[config.mk]
export PLATFORM = sky130hd
export DESIGN_NAME = scalar_writeback
export DESIGN_NICKNAME = d
export VERILOG_FILES = /design/src/rtl/scalar_writeback.sv
export SDC_FILE = /design/constraint.sdc
export NUM_CORES = 1
export LEC_CHECK = 0
export CORE_MARGIN = 4
export CORE_UTILIZATION = 36
export CTS_CLUSTER_DIAMETER = 200
export CTS_CLUSTER_SIZE = 8
export DETAILED_ROUTE_END_ITERATION = 16
export HOLD_SLACK_MARGIN = 0.12
export MAX_ROUTING_LAYER = met4
export PLACE_DENSITY = 0.62
export SYNTH_ARGS = -nofsm -noshare
export SYNTH_HDL_FRONTEND = slang
export SYNTH_SLANG_ARGS = --single-unit
export TNS_END_PERCENT = 30
[constraint.sdc]
create_clock -name i_clk -period 4.26 [get_ports i_clk]
set_clock_uncertainty 0.05 [all_clocks]
set_input_delay 0.426 -clock i_clk [delete_from_list [all_inputs] [get_ports i_clk]]
set_output_delay 0.426 -clock i_clk [all_outputs]
set_load 0.01 [all_outputs]
[src/rtl/scalar_writeback.sv]
// scalar_writeback: per-warp scalar register writeback sequencer; SCALAR_WB_BYPASS_EN enables response bypass on hazards
`ifndef DATA_WIDTH
`define DATA_WIDTH 32
`endif

package scalar_wb_pkg;
    typedef enum logic [2:0] {ALU_OUT, IMMEDIATE, PC_PLUS_1, VEC_TO_SCALAR, LSU_OUT} reg_input_mux_t;
endpackage

module scalar_writeback
    import scalar_wb_pkg::*;
#(
    parameter int DATA_WIDTH    = `DATA_WIDTH,
    parameter int PENDING_DEPTH = 4
) (
    input  logic                  i_clk,
    input  logic                  i_reset,
    input  logic                  i_enable,
    input  logic                  i_issue_valid,
    output logic                  o_issue_ready,
    input  logic                  i_issue_reg_write_enable,
    input  reg_input_mux_t        i_issue_src,
    input  logic [4:0]            i_issue_rd,
    input  logic [DATA_WIDTH-1:0] i_issue_data,
    input  logic [4:0]            i_hazard_rs1,
    input  logic [4:0]            i_hazard_rs2,
    output logic                  o_hazard,
    input  logic                  i_lsu_resp_valid,
    input  logic [DATA_WIDTH-1:0] i_lsu_resp_data,
    output logic                  o_wb_valid,
    output logic [4:0]            o_wb_rd,
    output logic [DATA_WIDTH-1:0] o_wb_data,
    output logic                  o_err_unexpected_resp
);
    localparam int PW = $clog2(PENDING_DEPTH);
    localparam int CW = PW + 1;

    logic [4:0]               r_fifo_rd [PENDING_DEPTH];
    logic [PENDING_DEPTH-1:0] r_fifo_disc;
    logic [PW-1:0]            r_wr_ptr, r_rd_ptr;
    logic [CW-1:0]            r_count;
    logic [31:0]              r_pending;
    logic                     r_skid_valid;
    logic [4:0]               r_skid_rd;
    logic [DATA_WIDTH-1:0]    r_skid_data;
    logic                     r_wb_valid;
    logic [4:0]               r_wb_rd;
    logic [DATA_WIDTH-1:0]    r_wb_data;
    logic                     r_err;

    logic        w_fifo_empty, w_fifo_full, w_head_disc, w_pop, w_resp_wr;
    logic [4:0]  w_head_rd;
    logic [31:0] w_clr, w_set, w_bypass, w_pend_eff;
    logic        w_waw, w_skid_hit, w_accept, w_is_lsu, w_push, w_push_disc, w_alu_wr;

    assign w_fifo_empty = (r_count == '0);
    assign w_fifo_full  = (r_count == CW'(PENDING_DEPTH));
    assign w_head_rd    = r_fifo_rd[r_rd_ptr];
    assign w_head_disc  = r_fifo_disc[r_rd_ptr];
    assign w_pop        = i_lsu_resp_valid && !w_fifo_empty;
    assign w_resp_wr    = w_pop && !w_head_disc;
    assign w_clr        = w_resp_wr ? (32'd1 << w_head_rd) : '0;
`ifdef SCALAR_WB_BYPASS_EN
    assign w_bypass     = w_clr;
`else
    assign w_bypass     = '0;
`endif
    assign w_pend_eff   = r_pending & ~w_bypass;
    assign w_waw        = i_issue_reg_write_enable && (i_issue_rd != 5'd0) && w_pend_eff[i_issue_rd];
    // a response popping this cycle frees a slot, so a full FIFO can still take a push
    assign o_issue_ready = !(w_fifo_full && !w_pop) && !r_skid_valid && !w_waw;
    assign w_skid_hit   = r_skid_valid && (r_skid_rd == i_hazard_rs1 || r_skid_rd == i_hazard_rs2);
    assign o_hazard     = ((i_hazard_rs1 != 5'd0) && w_pend_eff[i_hazard_rs1]) ||
                          ((i_hazard_rs2 != 5'd0) && w_pend_eff[i_hazard_rs2]) || w_skid_hit;
    assign w_accept     = i_issue_valid && o_issue_ready && i_enable;
    assign w_is_lsu     = (i_issue_src == LSU_OUT);
    assign w_push       = w_accept && w_is_lsu;
    assign w_push_disc  = !i_issue_reg_write_enable || (i_issue_rd == 5'd0);
    assign w_alu_wr     = w_accept && !w_is_lsu && i_issue_reg_write_enable && (i_issue_rd != 5'd0);
    assign w_set        = (w_push && !w_push_disc) ? (32'd1 << i_issue_rd) : '0;

    assign o_wb_valid            = r_wb_valid;
    assign o_wb_rd               = r_wb_rd;
    assign o_wb_data             = r_wb_data;
    assign o_err_unexpected_resp = r_err;

    // in-order pending-load FIFO; push and pop are independent so both land in one cycle
    always_ff @(posedge i_clk) begin
        if (i_reset) begin
            r_wr_ptr <= '0;
            r_rd_ptr <= '0;
            r_count  <= '0;
        end else begin
            if (w_push) begin
                r_fifo_rd[r_wr_ptr]   <= i_issue_rd;
                r_fifo_disc[r_wr_ptr] <= w_push_disc;
                r_wr_ptr              <= r_wr_ptr + 1'b1;
            end
            if (w_pop)
                r_rd_ptr <= r_rd_ptr + 1'b1;
            r_count <= r_count + CW'(w_push) - CW'(w_pop);
        end
    end

    // scoreboard: a new load's set wins over a same-cycle clear of that register
    always_ff @(posedge i_clk) begin
        if (i_reset)
            r_pending <= '0;
        else
            r_pending <= (r_pending & ~w_clr) | w_set;
    end

    // write port: load response, then skid, then a fresh single-cycle result
    always_ff @(posedge i_clk) begin
        if (i_reset) begin
            r_wb_valid   <= 1'b0;
            r_wb_rd      <= '0;
            r_wb_data    <= '0;
            r_skid_valid <= 1'b0;
            r_skid_rd    <= '0;
            r_skid_data  <= '0;
        end else if (w_resp_wr) begin
            r_wb_valid <= 1'b1;
            r_wb_rd    <= w_head_rd;
            r_wb_data  <= i_lsu_resp_data;
            if (w_alu_wr) begin
                r_skid_valid <= 1'b1;
                r_skid_rd    <= i_issue_rd;
                r_skid_data  <= i_issue_data;
            end
        end else if (r_skid_valid) begin
            r_wb_valid   <= 1'b1;
            r_wb_rd      <= r_skid_rd;
            r_wb_data    <= r_skid_data;
            r_skid_valid <= 1'b0;
        end else begin
            r_wb_valid <= w_alu_wr;
            if (w_alu_wr) begin
                r_wb_rd   <= i_issue_rd;
                r_wb_data <= i_issue_data;
            end
        end
    end

    // sticky flag for a response with nothing outstanding
    always_ff @(posedge i_clk) begin
        if (i_reset)
            r_err <= 1'b0;
        else if (i_lsu_resp_valid && w_fifo_empty)
            r_err <= 1'b1;
    end
endmodule
Yosys cells after proc, flatten, opt, wreduce, memory -nomap -nowiden
Memory sizes are Yosys's and may differ from the RTL's. A register that Yosys moved wholly into a read port is not among the register bits.
Index checks and enable logic that the tools add are counted.
- latch bits: 0
- logic and storage cells: 101
- memories: 1
- bits in read-only memories: 0
- output and inout bits: 41
- RAM bits: 20
- bits in registers: 120
- memories (memory ; depth ; bits a word ; rd ports ; clocked after memory_dff ; wr ports ; RTL line ; source):
    r_fifo_rd ; 4 ; 5 ; 1 ; 1 ; 1 ; 38 ; logic [4:0] r_fifo_rd [PENDING_DEPTH];
- shift operators: 2
- bitwise operators: 5
- $mul: 0
- divide/modulo/power cells: 0
- eq/ne operators: 4
- muxes and demuxes: 26
- reductions and logical operators: 41
- $lt $le $gt $ge: 6
- add/sub/neg operators: 4
- operators by type and width (cell ; number):
    32-bit two-way mux ; 5
    1-bit by 5-bit left shift with 32-bit output (first input constant) ; 2
    32-bit AND ; 1
    32-bit inverter ; 1
    32-bit bitwise OR ; 1
    1-bit logical AND ; 19
    5-bit by 6-bit < comparator with 1-bit output (second input constant) ; 3
    1-bit binary-select mux with 5-bit select ; 3
    5-bit two-way mux ; 3
    5-bit nonzero test ; 3
    5-bit == test ; 2
    1-bit two-way mux ; 10
    1-bit logical NOT ; 9
    3-bit == test (second input constant) ; 2
    2-bit by 3-bit < comparator with 1-bit output (second input constant) ; 2
    5-bit logical NOT ; 1
    2-bit by 1-bit adder with 2-bit output (second input constant) ; 2
    4-bit bitwise mux ; 1
    1-bit logical OR ; 4
    2-bit two-way mux ; 2
    2-bit AND reduction ; 2
    3-bit by 1-bit adder with 3-bit output ; 1
    3-bit logical NOT ; 1
    3-bit nonzero test ; 1
    other kinds (6) ; 7

Logic depth before layout (Yosys ltp)
Gate-level depths: netlist (run 1).
- word-level depth: 16
- mapped depth: 14
- depth with buffers taken out: 12

Worst setup path before layout (run 1)
Ideal clock, no wire load.
- path type: input to register
- start point: in i_issue_rd[1]
- end point: reg r_count[2]
- arrival time: 3301 ps
- stages: 13
- path slack: 782 ps
- data required time: 4083 ps
- setup time: 127 ps
- path through: buf_6 mux4_2 mux2_2 a221o_1 a211oi_4 inv_1 ha_1 inv_1 ha_1 inv_1 fa_1 xnor2_1 nor2_1
- word-level cells in the longest chain between the ends: 10
- elaborated cells between the ends (all ways): 12
- classes of those cells: add/sub: 2; mux: 2; reduce/logical: 8
- RTL lines (element ; RTL line ; source):
    from (decl) ; 23 ; input logic [4:0] i_issue_rd,
    1-bit binary-select mux with 5-bit select or 5-bit nonzero test (tied branches) ; 69 ; assign w_waw = i_issue_reg_write_enable && (i_issue_rd != 5'd0) && w_pend_eff[i_issue_rd];
    1-bit two-way mux (implied by the code) or 1-bit logical AND (tied branches) ; 69 ;
    1-bit logical AND * ; 69 ;
    1-bit logical NOT * ; 71 ; assign o_issue_ready = !(w_fifo_full && !w_pop) && !r_skid_valid && !w_waw;
    1-bit logical AND * ; 71 ;
    1-bit logical AND * (2 in a row) ; 75 ; assign w_accept = i_issue_valid && o_issue_ready && i_enable;
    1-bit logical AND * ; 77 ; assign w_push = w_accept && w_is_lsu;
    3-bit by 1-bit adder with 3-bit output * ; 101 ; r_count <= r_count + CW'(w_push) - CW'(w_pop);
    3-bit by 1-bit subtractor with 3-bit output * ; 101 ;
    to (signal assigned) ; 101 ;
    to (decl) ; 41 ; logic [CW-1:0] r_count;
Every way passes the cells marked *; elsewhere a longest branch is shown, timed or not. The select of a mux whose other input is x is not followed.
A chain may end at the register's enable or synchronous reset.

Final worst setup path (run 1)
- start point: in i_hazard_rs1[0]
- end point: out o_hazard
- word-level cells in the longest chain between the ends: 5
- elaborated cells between the ends (all ways): 9
- classes of those cells: eq/ne: 1; mux: 2; reduce/logical: 6
- RTL lines (element ; RTL line ; source):
    from (decl) ; 25 ; input logic [4:0] i_hazard_rs1,
    1-bit binary-select mux with 5-bit select ; 73 ; assign o_hazard = ((i_hazard_rs1 != 5'd0) && w_pend_eff[i_hazard_rs1]) ||
    1-bit two-way mux (implied by the code) ; 73 ;
    1-bit logical AND ; 73 ;
    1-bit logical OR ; 73 ;
    1-bit logical OR * ; 74 ; ((i_hazard_rs2 != 5'd0) && w_pend_eff[i_hazard_rs2]) || w_skid_hit;
    to (decl) ; 27 ; output logic o_hazard,
Marks and branches as above.

==> results of run 1 <==
## worst paths after layout
kind,from,to,cells after the start
max,i_hazard_rs1[0],o_hazard,6
min,r_pending[0]$_SDFF_PP0_,r_pending[0]$_SDFF_PP0_,1
max reg2reg,r_pending[12]$_SDFF_PP0_,r_count[2]$_SDFF_PP0_,12
min reg2reg,r_pending[0]$_SDFF_PP0_,r_pending[0]$_SDFF_PP0_,1
## routing by layer
metal,global-route usage,wire length (µm),up-vias
li1,-,-,2885
met1,0.264,9730,2957
met2,0.292,9790,203
met3,0.0466,1380,19
met4,0.0476,252,0
met5,-,0,-
## state kept, by name, indices dropped and copies added, names as in the netlist, 2 cells and up, named ones only
signal and cells:
r_rd_ptr 2, r_pending 32, r_fifo_rd 20, r_skid_data 32, r_fifo_disc 4, r_skid_rd 5
r_wr_ptr 2, o_wb_rd 5, o_wb_data 32, r_count 3
## metrics by stage
step / instances / total power, mW / hold WS (ns)
CTS: 1115 / 4.07 / 0.430
global route: 1115 / 4.22 / 0.450
floorplan: 731 / 2.07 / 0.401
finish: 1115 / 4.03 / 0.430
detailed placement: 1083 / 2.50 / 0.416
global placement: 1083 / 2.49 / 0.413
## worst register-to-register path: stages (launching register included)
cell and delay (ns):
dfxtp_1 0.34, mux4_2 0.46, mux2_2 0.27, a221o_1 0.44, a211oi_4 0.28, inv_1 0.15
ha_1 0.31, inv_1 0.05, ha_1 0.13, inv_1 0.05, fa_1 0.39, xnor2_1 0.17
nor2_1 0.05
## cells in the mapped netlist (2+ instances only)
library cell,count
or3_1,38
dfxtp_1,118
nand3b_1,4
inv_1,10
buf_4,4
o31ai_1,41
mux4_2,29
ha_1,6
xnor2_1,8
o21ai_1,5
mux2_2,3
nor2b_1,35
clkbuf_1,48
a21oi_1,41
nand2b_1,44
nor2_1,58
nand3_1,8
a22o_1,37
mux2i_1,50
edfxtp_1,24
nand2_1,24
buf_2,2
or2_2,2
nor3b_1,2
buf_1,2
nor3_1,5
and2_1,5
xor2_1,7
o21ai_0,57
## cells in the final DEF, fill, tap and decap left out, drive strengths merged, types with 18 or more instances in the layout
master and instances:
or3 38, nor2 58, o31ai 41, dfxtp 118, o21ai 62, a21oi 41, nand2b 44, clkdlybuf4s50 127
mux4 29, inv 18, mux2i 50, clkbuf 18, edfxtp 24, nor2b 35, nand2 24, a22o 37
## area by class of cell
cell class,instances,area [µm²],share of cell area
clock buffer,18,450,0.0481
clock inverter,14,170,0.0182
inverter,10,37.5,0.00400
multi-input combinational,522,3900,0.416
sequential,142,3090,0.329
tap,265,332,0.0354
timing repair buffer,144,1400,0.149
## logic make-up after synthesis
logic type                 after synthesis
and+or+nand+nor                        229
AOI/OAI and AO/OA                      189
xor gates and xnor gates                15
DFF                                    142
muxes                                   82
buffers and inverters                   67
adders and majority gates                7
## power by group
part | leakage (nW) | switching [mW] | internal, mW | total (mW)
clock network | 0.299 | 0.638 | 0.920 | 1.56
registers | 1.17 | 0.0810 | 1.48 | 1.56
logic | 1.90 | 0.455 | 0.460 | 0.915
==> summary.txt, run 1 <==
max cap viols -> 0
Final nets -> 932
Setup Crit Path Kind -> input port to output pin
Hold Vio Cnt, Final -> 0
worst setup margin -> 0.588 ns
fmax -> 272 MHz
Post-Synth XOR/XNOR Area -> 0.0182
min cycle time layout -> 3.67 ns
mux contribution to synthesized area -> 0.164
area share of fa/ha/maj cells after synthesis -> 0.0131
number of synthesized flops with an enable pin -> 24
setup TNS -> 0 ns
CTS root buf -> clkbuf_16
clock sinks -> 142
Reg clk slew, reported paths -> 0.06 ns
via density per instance -> 5.44
antenna violations before repair -> 0
starting density of the core -> 0.369
fin crit share -> 0.862
top cell type's share of synthesized area -> 0.326
gr usage total -> 0.193
Die H -> 150 µm
Vias -> 6064
die width -> 150 µm
CP required -> 3.78 ns
pre-CTS setup slack -> 0.170 ns
crit-path max FO -> 10
fraction of layout cells with a size suffix above 1 -> 0.108
Tightest Pin Transition -> 0.964 ns
slew margin rel. -> 0.356
Netlist cell types -> 43
DP Area -> 0.00875 mm²
Clock Path Buffers -> 2
Routed Antenna Nets -> 0
final setup fails -> 0
internal reg-to-reg setup slack -> 0.97 ns
largest family of logic cells by synthesized area -> simple AND/OR/NAND/NOR gates
YS warnings -> 0
largest area contributor in the netlist -> dfxtp_1
cts hold-fix bufs -> 0
pwr/cell area -> 430 mW/mm²
top post-synthesis cells by area -> dfxtp_1 33%, edfxtp_1 10%, mux4_2 9.0%, mux2i_1 6.9%, a22o_1 4.5%
core area -> 0.0196 mm²
die area -> 0.0224 mm²
CTS H-tree lvls -> 4
fin util -> 0.479
delay-heaviest family, CP -> buffers and inverters
WP buf/inv -> 2
Detailed Place HPWL -> 14300 µm
Overflow after GRT -> 0
CP Capture Type -> output pin
post_cts resized -> 0
Ant. Diodes -> 0
final wirelength -> 21200 µm
register area share after synthesis -> 0.426
RePlAce Congestion -> 0.906
DR WL/cell -> 19.0 µm
first-pass GRT wire length -> 32800 µm
row cnt -> 51
Syn Std Cell Area -> 0.00724 mm²
Synth Instances -> 731
Yosys reg bits -> 142
max-slew violation count -> 0
Num CTS Buffers -> 17
Starting DRT DRC Count -> 382
Synth-to-Final Area Change -> 29.5%
arrival time worst endpoint -> 3.20 ns
unrepaired setup endpoints after global routing -> no
CP Cell Sequence -> clkdlybuf4s50_1, mux4_2, mux4_2, mux2i_1, nand3_1, clkdlybuf4s50_1
leakage -> 3.37 nW
slowest stage delay, CP -> 0.90 ns
Peak VDD IR -> 299 µV
status -> completed
Synth Area in Simple Gates -> 0.170
post-CTS setup buffer count -> 0
Hold Path Class -> flip-flop to flip-flop
clock latency on the worst-skew pair -> 0.42 ns
vias in the first global route -> 5813
cell area after layout -> 0.00937 mm²
Post-synth ARST share -> 0
Post-Syn Nets -> 826
DRC -> 0
Startpoint Class -> input port
CTS tree -> yes
Critical-path top delay cell -> clkdlybuf4s50_1
largest net degree at the start of global routing -> 91
compound-gate portion of the synthesized area -> 0.170
drt pass-1 iters -> 5
io pins -> 129
fillers -> 1888
Top FF cell, synth -> dfxtp_1
mean post-synth cell area -> 9.90 µm²
PortBufs -> 128
No activity file was read; power rests on OpenSTA's default activity.
==> inputs of run 2 (changes only) <==
- CORE_UTILIZATION: 36 -> 41
- PLACE_DENSITY: 0.62 -> 0.69
- SLEW_MARGIN: not set -> 20
==> summary.txt, run 2 (synthesis gave the netlist of run 1 again) <==
critical path depth -> 8 (+2)
commonest non-fill, non-tap cell in the layout -> clkdlybuf4s50_1
Ant. Diodes -> 0 (unchanged)
Switching Fraction -> 0.288 (-0.00355)
Reg-to-Reg End -> r_count[2]$_SDFF_PP0_
Die H -> 141 µm (-6.0%)
delay-heaviest family, CP -> buffers and inverters
Detailed Place HPWL -> 14100 µm (-1.2%)
final setup fails -> 0 (unchanged)
Synth-to-Final Area Change -> 28.3%
cell area after layout -> 0.00928 mm² (-0.99%)
Critical-path top delay cell -> clkdlybuf4s50_1
clock sinks -> 142 (unchanged)
fmax -> 272 MHz (about the same)
PortBufs -> 128 (unchanged)
Tightest Pin Transition -> 1.00 ns (+0.0355 ns)
starting density of the core -> 0.418 (+0.0490)
hold depth -> 2 (+1)
most frequent cells in the layout -> 127 x clkdlybuf4s50_1, 117 x dfxtp_1, 57 x nor2_1, 57 x o21ai_0, 50 x mux2i_1
io pins -> 129 (unchanged)
crit-path max FO -> 21 (+11)
unrepaired setup endpoints after global routing -> no
max cap viols -> 0 (unchanged)
clock latency on the worst-skew pair -> 0.42 ns (about the same)
core area -> 0.0173 mm² (-12%)
DP Area -> 0.00872 mm² (-0.37%)
largest net degree at the start of global routing -> 113 (+24%)
Startpoint Class -> input port
register share of total power -> 0.402 (+0.015)
Reg clk slew, reported paths -> 0.06 ns (about the same)
fin crit share -> 0.862 (about the same)
worst setup margin -> 0.587 ns (-0.00140 ns)
DRC -> 0 (unchanged)
fillers -> 1532 (-19%)
status -> completed
CP required -> 3.78 ns (about the same)
hold endpoint -> r_skid_data[8]$_SDFFE_PP0P_
CTS tree -> yes
final wirelength -> 20600 µm (-2.5%)
post_cts resized -> 0 (unchanged)
slew margin rel. -> 0.333 (-0.0221)
via density per instance -> 5.65 (+3.9%)
die area -> 0.0198 mm² (-12%)
Final nets -> 930 (-0.21%)
Clock Power Share -> 0.363 (-0.024)
CTS root buf -> clkbuf_16
pwr/cell area -> 417 mW/mm² (-2.9%)
internal reg-to-reg setup slack -> 1.01 ns (+0.04 ns)
Hold Path Class -> flip-flop to flip-flop
hold path start -> r_skid_data[8]$_SDFFE_PP0P_
row cnt -> 48 (-5.9%)
Vias -> 6062 (-0.033%)
slowest stage delay, CP -> 0.62 ns (-0.28 ns)
WP buf/inv -> 4 (+2)
min cycle time layout -> 3.67 ns (+0.00140 ns)
Overflow after GRT -> 0 (unchanged)
DR WL/cell -> 19.2 µm (+1.3%)
antenna violations before repair -> 0 (unchanged)
total power -> 3.87 mW (-3.9%)
Starting DRT DRC Count -> 435 (+14%)
gr usage total -> 0.214 (+0.0202)
final hold slack -> 0.429 ns (-0.000981 ns)
FF-to-FF path depth -> 12 (unchanged)
CP Cell Sequence -> clkdlybuf4s50_1, buf_4, mux2i_1, mux4_2, a221oi_2, buf_4, a21oi_1, clkdlybuf4s50_1
Clock Path Buffers -> 2 (unchanged)
drt pass-1 iters -> 5 (unchanged)
pre-CTS setup slack -> 0.238 ns (+0.0678 ns)
Setup Crit Path Kind -> input port to output pin
Routed Antenna Nets -> 0 (unchanged)
die width -> 141 µm (-6.0%)
combinational power share -> 0.235 (+0.008)
vias in the first global route -> 5732 (-1.4%)
Critical R2R Launch -> r_pending[15]$_SDFF_PP0_
Num CTS Buffers -> 17 (unchanged)
cts hold-fix bufs -> 0 (unchanged)
RePlAce Congestion -> 0.907 (about the same)
Hold Vio Cnt, Final -> 0 (unchanged)
post-CTS setup buffer count -> 0 (unchanged)
P_sw -> 1.11 mW (-5.1%)
arrival time worst endpoint -> 3.20 ns (about the same)
max-slew violation count -> 0 (unchanged)
leakage -> 3.35 nW (-0.59%)
Peak VDD IR -> 385 µV (+29%)
CP Capture Type -> output pin
CTS H-tree lvls -> 4 (unchanged)
Int Pwr -> 2.76 mW (-3.4%)
fraction of layout cells with a size suffix above 1 -> 0.105 (-0.00328)
setup TNS -> 0 ns (unchanged)
first-pass GRT wire length -> 32500 µm (-0.95%)
-- run 2: metrics by stage --
| stage | util | instances |
|---|---|---|
| 2_1_floorplan | - | 731 |
| 3_3_place_gp | 0.504 | 1041 |
| 3_5_place_dp | 0.504 | 1041 |
| 4_1_cts | 0.537 | 1073 |
| 5_1_grt | 0.537 | 1073 |
| 6_report | 0.537 | 1073 |
-- run 2: per-layer routing --
layer | track usage | up-vias | part of all wire
met5 | - | - | 0
met4 | 0.0566 | 0 | 0.021
met3 | 0.0472 | 38 | 0.069
met2 | 0.324 | 246 | 0.46
li1 | - | 2881 | -
met1 | 0.291 | 2897 | 0.45
-- run 2: worst reg2reg max path, delay by kind of cell (launching register included) --
kind | cells | cell delay (ns)
DFF | 1 | 0.35
buffers and inverters | 3 | 0.23
xor gates and xnor gates | 1 | 0.16
AOI/OAI and AO/OA | 2 | 0.71
muxes | 2 | 0.74
adders and majority gates | 3 | 0.83
and+or+nand+nor | 1 | 0.05
-- run 2: how the worst max path moves through the flow --
stage / endpoint / start / slack, ns
6_report: o_issue_ready / i_issue_rd[1] / 0.59
5_1_grt: r_count[2]$_SDFF_PP0_ / i_issue_rd[1] / 0.49
4_1_cts: o_issue_ready / i_issue_rd[1] / 0.58
3_5_place_dp: r_count[2]$_SDFF_PP0_ / i_issue_rd[1] / 0.24
3_3_place_gp: r_count[2]$_SDFF_PP0_ / i_issue_rd[1] / 0.29
2_1_floorplan: r_count[2]$_SDFF_PP0_ / i_issue_rd[1] / 0.78
-- run 2: cell type report --
type | count | area (µm²) | share of cell area
Clock buffer | 21 | 482 | 0.0519
Timing Repair Buffer | 142 | 1420 | 0.153
Clock inverter | 11 | 78.8 | 0.00849
Inverter | 10 | 37.5 | 0.00404
Tap cell | 225 | 282 | 0.0303
Multi-Input combinational cell | 522 | 3900 | 0.420
Sequential cell | 142 | 3090 | 0.333
-- run 2: power by group through the flow --
stage / logic [mW] / clock network (mW) / registers, mW
2_1_floorplan: 0.468 / 0 / 1.60
3_3_place_gp: 0.902 / 0 / 1.59
3_5_place_dp: 0.909 / 0 / 1.59
4_1_cts: 0.913 / 1.43 / 1.56
5_1_grt: 0.983 / 1.49 / 1.58
6_report: 0.911 / 1.41 / 1.56
